$ cat src/rtl/ms_interval_timer.sv
// Millisecond interval timer driven by an external 1 ms clock-enable strobe.
// Supports one-shot and auto-reload operation, with a completed-period counter.
module ms_interval_timer #(
  parameter int W  = 16,
  parameter int CW = 8
) (
  input  logic          clk,
  input  logic          rst,
  input  logic          ce1ms,
  input  logic          start,
  input  logic          abort,
  input  logic          periodic,
  input  logic [W-1:0]  period_ms,
  output logic          busy,
  output logic          done,
  output logic [W-1:0]  elapsed_ms,
  output logic [CW-1:0] periods
);

  localparam logic [0:0] IDLE = 1'b0;
  localparam logic [0:0] RUN  = 1'b1;

  logic [0:0]    state_q, state_d;
  logic [W-1:0]  period_q, period_d;
  logic          periodic_q, periodic_d;
  logic [W-1:0]  elapsed_q, elapsed_d;
  logic [CW-1:0] periods_q, periods_d;
  logic          done_q, done_d;
  logic [W-1:0]  tickCount;

  assign tickCount = elapsed_q + W'(1);

  // Priority is abort, then start, then a tick; a start swallows any coincident tick.
  always_comb begin
    state_d    = state_q;
    period_d   = period_q;
    periodic_d = periodic_q;
    elapsed_d  = elapsed_q;
    periods_d  = periods_q;
    done_d     = 1'b0;
    if (abort) begin
      state_d   = IDLE;
      elapsed_d = '0;
    end else if (start) begin
      period_d   = period_ms;
      periodic_d = periodic;
      elapsed_d  = '0;
      if (period_ms == '0) begin
        state_d   = IDLE;
        done_d    = 1'b1;
        periods_d = CW'(1);
      end else begin
        state_d   = RUN;
        periods_d = '0;
      end
    end else if (state_q == RUN && ce1ms) begin
      if (tickCount == period_q) begin
        done_d    = 1'b1;
        periods_d = periods_q + CW'(1);
        if (periodic_q) begin
          elapsed_d = '0;
        end else begin
          state_d   = IDLE;
          elapsed_d = tickCount;
        end
      end else begin
        elapsed_d = tickCount;
      end
    end
  end

  always_ff @(posedge clk or posedge rst) begin
    if (rst) begin
      state_q    <= IDLE;
      period_q   <= '0;
      periodic_q <= 1'b0;
      elapsed_q  <= '0;
      periods_q  <= '0;
      done_q     <= 1'b0;
    end else begin
      state_q    <= state_d;
      period_q   <= period_d;
      periodic_q <= periodic_d;
      elapsed_q  <= elapsed_d;
      periods_q  <= periods_d;
      done_q     <= done_d;
    end
  end

  assign busy       = (state_q == RUN);
  assign done       = done_q;
  assign elapsed_ms = elapsed_q;
  assign periods    = periods_q;

endmodule

$ cat config.mk
export PLATFORM = sky130hd
export DESIGN_NAME = ms_interval_timer
export DESIGN_NICKNAME = d
export VERILOG_FILES = /design/src/rtl/ms_interval_timer.sv
export SDC_FILE = /design/constraint.sdc
export NUM_CORES = 1
export LEC_CHECK = 0
export ABC_AREA = 1
export BUFFER_PORTS_ARGS = -buffer_cell sky130_fd_sc_hd__buf_4
export CORE_AREA = 2 2 74 104
export DETAILED_ROUTE_END_ITERATION = 10
export DIE_AREA = 0 0 76 106
export GPL_ROUTABILITY_DRIVEN = 1
export GPL_TIMING_DRIVEN = 0
export PLACE_DENSITY = 0.61
export SETUP_SLACK_MARGIN = 0.3
export SYNTH_ARGS = -nofsm -noshare
export SYNTH_HDL_FRONTEND = slang
export SYNTH_SLANG_ARGS = --single-unit
$ cat constraint.sdc
create_clock -name clk -period 2.2 [get_ports clk]
set_clock_uncertainty 0.2 [all_clocks]
set_input_delay 0.11 -clock clk [delete_from_list [all_inputs] [get_ports clk]]
set_output_delay 0.11 -clock clk [all_outputs]
set_load 0.005 [all_outputs]
=== Word level (Yosys, flattened, before mapping) ===
Index checks and enable logic that the tools add are counted.

* Add/sub/neg operators: 2
* Bitwise logic cells: 1
* Multiplexer cells: 20
* Eq/ne operators: 2
* Reductions and logical operators: 9

{| class="wikitable"
|+ Operators by type and width
! kind !! count
|-
| 16-bit 2-to-1 mux || 5
|-
| 8-bit 2-to-1 mux || 3
|-
| 16-bit by 1-bit adder with 16-bit output (second input constant) || 1
|-
| 16-bit == test || 1
|-
| 16-bit zero test || 1
|-
| 1-bit 2-to-1 mux || 12
|-
| 8-bit by 1-bit adder with 8-bit output (second input constant) || 1
|-
| 3-bit AND reduction || 2
|-
| 3-bit nonzero test || 2
|-
| 2-bit nonzero test || 2
|-
| 3-bit != test (second input constant) || 1
|-
| 2-bit AND reduction || 1
|-
| 1-bit logical AND || 1
|-
| 1-bit inverter || 1
|}

* Input bits: 22
* Flip-flop bits (word level): 43
* Output and inout port bits: 26
* Logic and storage cells: 40

=== Logic depth before layout (Yosys ltp) ===
* Depth in word-level cells: 6
* Gate-level depth with buffers: 17

=== Worst setup path after synthesis ===
Ideal clock, no wire load.

* Path kind: register -> register
* From: reg elapsed_q[0], in the netlist elapsed_ms[0]
* To: reg elapsed_q[0], in the netlist elapsed_ms[0]
* Setup slack: -0.125 ns
* Clock period less this slack: 2.325 ns
* Arrival time: 1.993 ns
* Stages on the path, launching flop included: 18
* Cell sequence: dfrtp_1 -> ha_1 -> nand2_1 -> inv_1 -> nand2_1 -> nand2_1 -> nand2_1 -> nand2_1 -> nor2_1 -> nand2_1 -> nor2_1 -> nand2_1 -> nor2_2 -> and2_4 -> nand2_4 -> buf_6 -> nand2_1 -> o21ai_1

* Longest elaborated chain between the ends: 6

{| class="wikitable"
|+ RTL lines
! what !! RTL line !! text
|-
| start, declared || 26 || <nowiki>logic [W-1:0] elapsed_q, elapsed_d;</nowiki>
|-
| start signal, assigned || 84 || <nowiki>elapsed_q <= elapsed_d;</nowiki>
|-
| 16-bit by 1-bit adder with 16-bit output (*) || 31 || <nowiki>assign tickCount = elapsed_q + W'(1);</nowiki>
|-
| 16-bit == test / 16-bit 2-to-1 mux (equally long branches) || 57, 60 ||
|-
| 16-bit 2-to-1 mux (*) || 57 || <nowiki>if (tickCount == period_q) begin</nowiki>
|-
| 16-bit 2-to-1 mux (*) || 56 || <nowiki>end else if (state_q == RUN && ce1ms) begin</nowiki>
|-
| 16-bit 2-to-1 mux (*) || 44 || <nowiki>end else if (start) begin</nowiki>
|-
| 16-bit 2-to-1 mux (*) || 41 || <nowiki>if (abort) begin</nowiki>
|}

Every way passes the cells marked *; elsewhere a longest branch is shown, timed or not. The select of a mux whose other input is x is not followed.
A chain may end at the register's enable or synchronous reset.

=== Worst setup path after layout ===
* From: reg elapsed_q[1], in the netlist elapsed_ms[1]
* To: reg elapsed_q[9], in the netlist elapsed_ms[9]

Same word-level chain as after synthesis.

==> results.md <==
* Status: complete, but fails checks
* Violations in the final reports: negative setup slack
* Worst slew pin tran at 0.6623 ns
* Period minus WS final at roughly 2.5 ns
* Grt met1 use at about a quarter
* Relative slew slack at 55.84%
* WP buf/inv at 1
* Slew Limit Fails at 0
* Final period utilization at 111.5%
* Post-synth top area share at 37.54%
* # fillers at 661
* Cell area power density at between 400 and 500 nW/um^2
* NumNets Final at 560
* WS Path Type: flip-flop to flip-flop
* Max IR drop VDD at between 0.2 and 0.3 mV
* Net Switching at 553.1 uW
* N_diodes at 0
* Logic pwr share at a little under a fifth
* First drt pass iteration count at 4
* Die X at 76 um
* Max incr delay on CP at approximately 0.43 ns
* Met2 usage at 43.49%
* PortBufs at 47
* Via count at approximately 3200
* Final setup violation count at 26
* Global placement routability congestion at approximately 0.84
* CTS tree: built
* Syn-to-layout area delta at 49.80%
* Post-synth EDFFs at 0
* FFs w/ async S/R, synth at 100.0%
* Starting Density at 39.95%
* CP arrival at 2.42 ns
* Switching portion of total power at 30.53%
* Max Fclk at 407.6 MHz
* Row count at 37
* Synth Area per Inst at slightly below 7 um^2
* Die area at 8056 um^2
* Commonest non-fill, non-tap cell in the layout: nand2_1
* Largest net degree at the start of global routing at 26
* Die Ht at 106 um
* Clock sink total at 43
* Layout cells sized above 1 at 34.26%
* Netlist Area Pre-Place at 2866 um^2
* Top FF cell, synth: dfrtp_1
* RSZ-0062 raised after global routing: yes
* CTS buffer count at 5
* Routed WL per cell at 14.62 um
* Root Buffer: clkbuf_8
* Warning count from the yosys run at 0
* H-tree levels at 2
* Via-to-Cell Ratio at 5.093
* Initial antenna violation count at 0
* Estimated wirelength of the detail-placed design at 6.011 mm
* Remaining antenna violation count at 0
* Share of the yosys chip area belonging to registers at 37.54%
* Vias in the first global route at 3201
* Total GRT Usage at 22.79%
* I/O pin count at between 40 and 50
* Share of total power in the clock network at 31.7%
* Max Cap Viol at 0
* Setup WS pre-CTS at -0.4309 ns
* Final setup margin at -0.2531 ns
* Synth area leaders: dfrtp_1, nand2_1, inv_1
* Flop pwr share at approximately half
* Synth area leader: dfrtp_1
* CORE AREA at 7176 um^2
* Non-Filler Instances at roughly 630
* Fin area at between 4000 and 5000 um^2
* Clock latency on the worst-skew pair at between 0.3 and 0.4 ns
* Cell variety after synth at 30
* Final hold violations at 0
* Cell count after synthesis at 420
* CTS max path bufs at 2
* DRC viols at 0
* Mapped Nets at 444
* Worst Hold Class: input port to flip-flop
* Crit path max fanout at 6
* Busiest metal layer after global routing: met2
* Most frequent cells in the layout: nand2_1, buf_4, inv_1, dfrtp_1, nand2_2
* Leak at 2.032 nW
* Yosys reg bits at 43
* Initial DRC count at roughly 170
* Placed Cells at 565
* CP max-delay cell: dfrtp_2
* Crit start category: flip-flop
* Clk slew on worst S/H paths at 0.09 ns
* Cell-internal power at 1.258 mW
* First-pass GRT wire length at 14.75 mm
* Critical Path End Type: flip-flop
* Drt total wl at around 9.3 mm
* Post-DP Area at 3393 um^2
* GR Util met3 at 2.886%
* CP delay by family, top: simple AND/OR/NAND/NOR gates
* GRT overflow at 0
* Critical Path RT at 2.17 ns
* CP most frequent cell: nand2_2
* Crit-path cells: ha_4 > nand2_4 > nor2_4 > nand2_2 > nor2_2 > nand2_2 > nand3_2 > and2_4 > nand2_4 > nor2_4 > and2_4 > nand2_8 > buf_8 > nand2_2 > o21ai_2
[registers in the layout, indices dropped and copies added, names as in the netlist]
signal	count
periodic_q	1
periods	8
busy	1
elapsed_ms	16
done	1
period_q	16
[layout make-up]
type,instances,area [um^2],share of cell area (%)
plain buffers,8,43.79,1.020
clock buffers,6,82.58,1.923
clock inverters,2,16.27,0.3788
inverters,54,207.7,4.837
multi-input cells,316,1813,42.22
flip-flops and latches,43,1082,25.20
well taps,97,121.4,2.826
repair buffers,108,927.1,21.59
[power groups by stage]
stage	logic (mW)	clock network, mW	registers, mW
finish	0.346	0.574	0.891
global route	0.387	0.606	0.897
CTS	0.330	0.579	0.887
detailed placement	0.267	0	0.901
global placement	0.261	0	0.901
floorplan	0.175	0	0.887
[per-layer routing]
layer | vias to the layer above | routed length [um]
li1 | 1581 | -
met1 | 1519 | 3596
met2 | 99 | 4926
met3 | 30 | 352
met4 | 0 | 397
met5 | - | 0
[tightest hold or removal path, stage by stage]
cell and delay (ns):
buf_4 0.10, nand2_2 0.12, nor2_1 0.11, a21oi_1 0.04
[cells by family (layout without fill, tap and decap cells)]
| kind of cell | count (synthesis) | after routing | share of synthesized area [%] |
|---|---|---|---|
| and+or+nand+nor | 265 | 266 | 44.26 |
| AOI/OAI and AO/OA | 45 | 45 | 7.988 |
| DFF | 43 | 43 | 37.54 |
| adders and majority gates | 2 | 2 | 0.8728 |
| xor gates and xnor gates | 3 | 3 | 0.9168 |
| buffers and inverters | 62 | 178 | 8.424 |
[per-stage QoR]
stage / utilization (%) / setup TNS (ns) / hold WS (ns) / power, mW
floorplan: - / -0.07114 / 0.06821 / 1.061
global placement: 47.01 / -6.778 / 0.1742 / 1.162
detailed placement: 47.29 / -8.056 / -0.05067 / 1.168
CTS: 58.13 / -2.897 / 0.06231 / 1.796
global route: 59.84 / -8.024 / 0.05826 / 1.890
finish: 59.84 / -5.307 / 0.01590 / 1.811
[worst paths after layout]
kind	startpoint	end	slack, ns	depth (start not counted)
max in group asynchronous	rst	period_q[14]	1.15	4
worst max-delay path	elapsed_ms[1]	elapsed_ms[9]	-0.25	15
min in group asynchronous	rst	elapsed_ms[0]	0.15	3
worst max register to register	elapsed_ms[1]	elapsed_ms[9]	-0.25	15
worst min-delay path	start	periodic_q	0.02	4
worst min register to register	period_q[9]	period_q[9]	0.31	2
[Yosys cell counts, drive strengths merged (2+ instances only)]
master,number
o21ai,35
dfrtp,43
xnor2,2
inv,53
clkbuf,7
nand4,15
nor2,45
ha,2
a21oi,10
and2,2
nor3,3
nand2,147
nand3b,10
nand3,38
nor3b,4
[what timing repair did]
action / in CTS / in global routing
hold buffers: 21 / 0
buffers inserted: 33 / 5
gates resized for setup: 46 / 37
cloned: 2 / 0
endpoints found under the hold margin: 63 / 0
pin swaps: 33 / 19
endpoints found under the setup margin: 26 / 36
Power figures use the tool's default switching activity.
